`config.mk`:
```
export PLATFORM = sky130hd
export DESIGN_NAME = time_query_responder
export DESIGN_NICKNAME = d
export VERILOG_FILES = /design/src/rtl/time_query_responder_pkg.sv /design/src/rtl/time_char_mux.sv /design/src/rtl/time_query_responder.sv
export SDC_FILE = /design/constraint.sdc
export NUM_CORES = 1
export LEC_CHECK = 0
export BUFFER_PORTS_ARGS = -buffer_cell sky130_fd_sc_hd__buf_2
export CAP_MARGIN = 20
export CELL_PAD_IN_SITES_DETAIL_PLACEMENT = 1
export CELL_PAD_IN_SITES_GLOBAL_PLACEMENT = 2
export CORE_UTILIZATION = 32
export CTS_CLUSTER_DIAMETER = 200
export DETAILED_ROUTE_END_ITERATION = 7
export PLACE_DENSITY_LB_ADDON = 0.12
export SKIP_LAST_GASP = 1
export SLEW_MARGIN = 10
export SYNTH_ARGS = -nofsm -noshare
export SYNTH_HDL_FRONTEND = slang
export SYNTH_SLANG_ARGS = --single-unit
```
`constraint.sdc`:
```
create_clock -name clk -period 3.25 [get_ports clk]
set_clock_uncertainty 0.1 [all_clocks]
set_input_delay 0.325 -clock clk [delete_from_list [all_inputs] [get_ports clk]]
set_output_delay 0.325 -clock clk [all_outputs]
set_load 0.01 [all_outputs]
```
`src/rtl/time_query_responder_pkg.sv`:
```
// time_query_responder_pkg: shared ASCII constants, command codes, message lengths and types
package time_query_responder_pkg;
  localparam logic [7:0] ASC_0     = 8'h30;
  localparam logic [7:0] ASC_DASH  = 8'h2D;
  localparam logic [7:0] ASC_COLON = 8'h3A;
  localparam logic [7:0] ASC_SPACE = 8'h20;
  localparam logic [7:0] ASC_QMARK = 8'h3F;
  localparam logic [7:0] ASC_CR    = 8'h0D;
  localparam logic [7:0] ASC_LF    = 8'h0A;
  localparam logic [7:0] CMD_TIME_DEF = 8'h54;
  localparam logic [7:0] CMD_DATE_DEF = 8'h44;
  localparam logic [7:0] CMD_ALL_DEF  = 8'h41;
  localparam int IDX_W = 5;
  localparam logic [IDX_W-1:0] LEN_TIME = 5'd10;
  localparam logic [IDX_W-1:0] LEN_DATE = 5'd12;
  localparam logic [IDX_W-1:0] LEN_ALL  = 5'd21;
  localparam logic [IDX_W-1:0] LEN_ERR  = 5'd3;
  typedef enum logic {IDLE, SEND} state_t;
  typedef enum logic [1:0] {MSG_TIME, MSG_DATE, MSG_ALL, MSG_ERR} msg_t;
  typedef struct packed {
    logic [15:0] year;
    logic [7:0]  month;
    logic [7:0]  day;
    logic [7:0]  hour;
    logic [7:0]  minute;
    logic [7:0]  second;
  } snap_t;
  function automatic logic [7:0] bcd_char(input logic [3:0] n);
    return n > 4'd9 ? ASC_QMARK : ASC_0 + {4'h0, n};
  endfunction
  function automatic logic [IDX_W-1:0] msg_len(input msg_t m);
    return m == MSG_TIME ? LEN_TIME : m == MSG_DATE ? LEN_DATE : m == MSG_ALL ? LEN_ALL : LEN_ERR;
  endfunction
endpackage

```
`src/rtl/time_char_mux.sv`:
```
// time_char_mux: maps message type, byte index and snapshot to the ASCII byte to send
module time_char_mux
  import time_query_responder_pkg::*;
(
  input  msg_t             msg_i,
  input  logic [IDX_W-1:0] idx_i,
  input  snap_t            snap_i,
  output logic [7:0]       char_o
);
  logic [IDX_W-1:0] pos;
  logic [7:0]       full_char;
  // every message is a window into "YYYY-MM-DD hh:mm:ss\r\n"; the date skips the time part before CR/LF
  always_comb begin
    pos = msg_i == MSG_TIME ? idx_i + 5'd11 :
          (msg_i == MSG_DATE && idx_i >= 5'd10) ? idx_i + 5'd9 : idx_i;
    case (pos)
      5'd0:    full_char = bcd_char(snap_i.year[15:12]);
      5'd1:    full_char = bcd_char(snap_i.year[11:8]);
      5'd2:    full_char = bcd_char(snap_i.year[7:4]);
      5'd3:    full_char = bcd_char(snap_i.year[3:0]);
      5'd4:    full_char = ASC_DASH;
      5'd5:    full_char = bcd_char(snap_i.month[7:4]);
      5'd6:    full_char = bcd_char(snap_i.month[3:0]);
      5'd7:    full_char = ASC_DASH;
      5'd8:    full_char = bcd_char(snap_i.day[7:4]);
      5'd9:    full_char = bcd_char(snap_i.day[3:0]);
      5'd10:   full_char = ASC_SPACE;
      5'd11:   full_char = bcd_char(snap_i.hour[7:4]);
      5'd12:   full_char = bcd_char(snap_i.hour[3:0]);
      5'd13:   full_char = ASC_COLON;
      5'd14:   full_char = bcd_char(snap_i.minute[7:4]);
      5'd15:   full_char = bcd_char(snap_i.minute[3:0]);
      5'd16:   full_char = ASC_COLON;
      5'd17:   full_char = bcd_char(snap_i.second[7:4]);
      5'd18:   full_char = bcd_char(snap_i.second[3:0]);
      5'd19:   full_char = ASC_CR;
      5'd20:   full_char = ASC_LF;
      default: full_char = 8'h00;
    endcase
    char_o = msg_i != MSG_ERR ? full_char :
             idx_i == 5'd0 ? ASC_QMARK : idx_i == 5'd1 ? ASC_CR : ASC_LF;
  end
endmodule

```
`src/rtl/time_query_responder.sv`:
```
// time_query_responder: answers UART time/date query bytes with a snapshot of the BCD calendar
module time_query_responder
  import time_query_responder_pkg::*;
#(
  parameter logic [7:0] CMD_TIME = CMD_TIME_DEF,
  parameter logic [7:0] CMD_DATE = CMD_DATE_DEF,
  parameter logic [7:0] CMD_ALL  = CMD_ALL_DEF
) (
  input  logic        clk,
  input  logic        reset_n,
  input  logic [7:0]  rx_data,
  input  logic        rx_valid,
  input  logic [15:0] year_bcd,
  input  logic [7:0]  month_bcd,
  input  logic [7:0]  day_bcd,
  input  logic [7:0]  hour_bcd,
  input  logic [7:0]  minute_bcd,
  input  logic [7:0]  second_bcd,
  output logic [7:0]  tx_data,
  output logic        tx_valid,
  input  logic        tx_ready,
  output logic        busy,
  output logic [7:0]  err_cnt
);
  state_t           state_q, state_d;
  msg_t             msg_q, msg_d;
  logic [IDX_W-1:0] idx_q, idx_d;
  snap_t            snap_q, snap_d;
  logic [7:0]       err_q, err_d;
  logic [7:0]       char;
  logic             term, known, hs, last, err_inc;
  time_char_mux u_mux (
    .msg_i  (msg_q),
    .idx_i  (idx_q),
    .snap_i (snap_q),
    .char_o (char)
  );
  // state, index, snapshot and error counter registers
  always_ff @(posedge clk) begin
    if (!reset_n) begin
      state_q <= IDLE;
      msg_q   <= MSG_TIME;
      idx_q   <= '0;
      snap_q  <= '0;
      err_q   <= '0;
    end else begin
      state_q <= state_d;
      msg_q   <= msg_d;
      idx_q   <= idx_d;
      snap_q  <= snap_d;
      err_q   <= err_d;
    end
  end
  // next-state: accept commands in IDLE, step through the message on handshakes in SEND
  always_comb begin
    state_d = state_q;
    msg_d   = msg_q;
    idx_d   = idx_q;
    snap_d  = snap_q;
    term    = rx_data == ASC_CR || rx_data == ASC_LF;
    known   = rx_data == CMD_TIME || rx_data == CMD_DATE || rx_data == CMD_ALL;
    hs      = state_q == SEND && tx_ready;
    last    = idx_q == msg_len(msg_q) - 5'd1;
    err_inc = rx_valid && !term && (state_q == SEND || !known);
    err_d   = err_inc && err_q != 8'hFF ? err_q + 8'd1 : err_q;
    if (state_q == IDLE) begin
      if (rx_valid && !term) begin
        state_d = SEND;
        idx_d   = '0;
        msg_d   = rx_data == CMD_TIME ? MSG_TIME : rx_data == CMD_DATE ? MSG_DATE :
                  rx_data == CMD_ALL ? MSG_ALL : MSG_ERR;
        snap_d  = known ? '{year_bcd, month_bcd, day_bcd, hour_bcd, minute_bcd, second_bcd} : snap_q;
      end
    end else if (hs) begin
      state_d = last ? IDLE : SEND;
      idx_d   = last ? '0 : idx_q + 5'd1;
    end
  end
  assign tx_valid = state_q == SEND;
  assign busy     = tx_valid;
  assign tx_data  = tx_valid ? char : 8'h00;
  assign err_cnt  = err_q;
endmodule

```
==> results.sh <==
export IMPL_status="complete, but fails checks"
export IMPL_violations="negative setup slack"
export IMPL_timing_fmax_mhz=299.0
export IMPL_syn_avg_cell_area_sq_um=7.608
export IMPL_p_total_mw=2.423
export IMPL_firstDrtPassIters=4
export IMPL_root_buffer="clkbuf_16"
export IMPL_setup_ws_ns=-0.09447
export IMPL_p_per_area_nw_per_um2=427.8
export IMPL_die_y_um=118.5
export IMPL_syn2layout_area_growth_pct=30.36
export IMPL_coreArea_sq_um=13240
export IMPL_hpwl_um=10040
export IMPL_yosys_warnings=0
export IMPL_yosysSeqAreaShare_pct=33.18
export IMPL_worstSetupPathType="reg -> out"
export IMPL_grt_pass1_wl_um=22940
export IMPL_cellLeakagePower_nw=2.045
export IMPL_dieArea_sq_um=14050
export IMPL_ios=86
export IMPL_cts_buffers=9
export IMPL_synth_top_cell_area_share_pct=33.18
export IMPL_ys_types=70
export IMPL_synthTopCellsByArea="dfxtp_1 33%, nand2_1 12%, a21boi_0 10%, a21oi_1 3.5%, nor3_1 2.8%"
export IMPL_grt_pass1_vias=4375
export IMPL_synth_top_flop_cell="dfxtp_1"
export IMPL_final_nets=735
export IMPL_ys_ff_latch=72
export IMPL_power_frac_clock_pct=44.6
export IMPL_cts_buffer_depth=2
export IMPL_rows=42
export IMPL_rsz0062_at_grt="yes"
export IMPL_intPower_mw=1.788
export IMPL_gp_congestion=0.8301
export IMPL_clock_sinks=72
export IMPL_grt_max_degree=73
export IMPL_hold_start="day_bcd[1]"
export IMPL_ff2ff_path_depth=7
export IMPL_grt_overflow_total=0
export IMPL_post_place_cells=812
export IMPL_syn_cell_area_sq_um=4344
export IMPL_worst_hold_slack_ns=0.1230
export IMPL_mostFrequentLayoutCells="137 x nand2_1, 83 x buf_2, 67 x dfxtp_1"
export IMPL_cp_required_ns=2.82
export IMPL_insertion_delay_ns=0.34
export IMPL_combPwrFrac_pct=18.0
export IMPL_vias_per_cell=5.240
export IMPL_arrival_ns=2.92
export IMPL_fin_crit_sh_pct=102.9
export IMPL_final_setup_viol_count=5
export IMPL_min_to="snap_q[25]"
export IMPL_ys_async_sr_fraction_pct=0
export IMPL_min_path_type="in -> reg"
export IMPL_cts_hold_buf=0
export IMPL_cp_end_kind="primary output"
export IMPL_slew_violations=0
export IMPL_port_buffers=83
export IMPL_routed_wl_um=14060
export IMPL_final_common_cell="nand2_1"
export IMPL_die_w_um=118.5
export IMPL_r2r_slack_ns=0.94
export IMPL_drive_gt1_share_pct=27.18
export IMPL_clk_pin_slew_ns=0.06
export IMPL_layoutNonFillerInstCount=842
export IMPL_wl_per_cell_um=16.70
export IMPL_hold_violations=0
export IMPL_critical_path_max_fanout=7
export IMPL_utilization_pct=42.76
export IMPL_maxSlewHeadroom_pct=60.27
export IMPL_seq_power_share_pct=37.4
export IMPL_start_kind="flip-flop"
export IMPL_p_switching_mw=0.6348
export IMPL_start_util_pct=32.80
export IMPL_synth_edf_count=0
export IMPL_tightestPinTransition_ns=0.5898
export IMPL_vdd_ir_drop_max_uv=239.1
export IMPL_post_place_ws_ns=-0.008530
export IMPL_via_count=4412
export IMPL_synth_cells=571
export IMPL_grt_antenna_before_repair=0
export IMPL_synth_top_area_cell="dfxtp_1"
export IMPL_maxCapViolations=0
export IMPL_fin_crit_ns=3.344
export IMPL_whs_path_depth=3
export IMPL_drc=0
export IMPL_drt_iter0_drc=169
export IMPL_cts_max_level=3
export IMPL_diodes=0
export IMPL_antenna_left=0
export IMPL_grtUsageTotal_pct=20.90
export IMPL_timing_rr_start="err_cnt[0]"
export IMPL_power_share_switching_pct=26.20
export IMPL_r2r_end="err_cnt[5]"
export IMPL_cts_tree="built"
metrics by stage:
step	setup TNS, ns	instance area, sq um
CTS	-0.2729	5582
floorplan	0	4348
finish	-0.2746	5663
global route	-0.8647	5663
global placement	-0.02608	4984
detailed placement	-0.008530	4984
flip-flops by register name, indices dropped and copies added, names as in the netlist:
register  cells
busy          1
err_cnt       8
idx_q         5
msg_q         2
snap_q       56
critical path, cell delays in order (launching register included):
cell	delay, ns
dfxtp_4	0.37
buf_6	0.13
or4_4	0.55
a311o_1	0.32
o211ai_4	0.16
buf_6	0.15
mux2i_1	0.19
o32a_1	0.18
nand4_1	0.10
o31a_1	0.27
buf_2	0.15
Yosys cell counts (6+ instances only):
| master | count |
|---|---|
| a211oi_1 | 11 |
| a21boi_0 | 59 |
| a21oi_1 | 30 |
| and2_1 | 7 |
| buf_2 | 10 |
| clkbuf_1 | 23 |
| dfxtp_1 | 72 |
| ha_1 | 6 |
| inv_1 | 10 |
| nand2_1 | 137 |
| nand3_1 | 8 |
| nor2_1 | 18 |
| nor2b_1 | 6 |
| nor3_1 | 24 |
| o21a_1 | 12 |
| o21ai_0 | 24 |
| or3_1 | 6 |
| xnor2_1 | 7 |
metal layers:
layer  track usage, %  wire [um]  vias up  share of wire [%]
met5                0          0        -                  0
li1                 -          -     2217                  -
met3            3.330        420       16                3.0
met2            33.46       6489       71                 46
met1            28.08       6903     2108                 49
met4            8.149        244        0                1.7
power groups by stage:
stage          Combinational [mW]  Clock [mW]  Sequential (mW)
6_report                    0.436        1.08            0.906
5_1_grt                     0.473        1.15            0.907
4_1_cts                     0.422        1.12            0.905
3_5_place_dp                0.377           0            0.925
3_3_place_gp                0.377           0            0.924
2_1_floorplan               0.221           0            0.919
kinds of logic (layout without fill, tap and decap cells):
| family | Yosys count | in the layout | share of synthesized area, % |
|---|---|---|---|
| compound gates | 191 | 192 | 31.54 |
| mux | 4 | 4 | 0.9505 |
| fa+ha+maj | 6 | 6 | 1.728 |
| other cells | 1 | 2 | 0.08632 |
| xor+xnor | 9 | 9 | 1.815 |
| buf+inv | 53 | 146 | 5.732 |
| simple gates | 235 | 235 | 24.97 |
| flops | 72 | 72 | 33.18 |
repair_timing:
action / CTS / global route
setup buffers: 8 / 4
gates resized for setup: 45 / 8
gates cloned: 1 / 0
endpoints found under the setup margin: 5 / 5
pin swaps: 12 / 2
layout make-up:
cell class / count / area, sq um
clock inverters: 5 / 80.08
fillers: 1665 / 7580
multi-input cells: 448 / 2877
repair buffers: 120 / 753.2
well taps: 176 / 220.2
flip-flops and latches: 72 / 1450
inverters: 10 / 40.04
clock buffers: 11 / 242.7
worst max-delay path by stage:
stage	start	endpoint	slack, ns	depth (start not counted)
4_1_cts	idx_q[1]	tx_data[3]	-0.1	10
2_1_floorplan	idx_q[0]	tx_data[2]	0.23	10
3_3_place_gp	idx_q[1]	tx_data[3]	-0.03	12
6_report	idx_q[1]	tx_data[3]	-0.09	10
5_1_grt	idx_q[1]	tx_data[1]	-0.20	12
3_5_place_dp	idx_q[0]	tx_data[3]	-0.009	11
(Power assumes the default switching activity.)
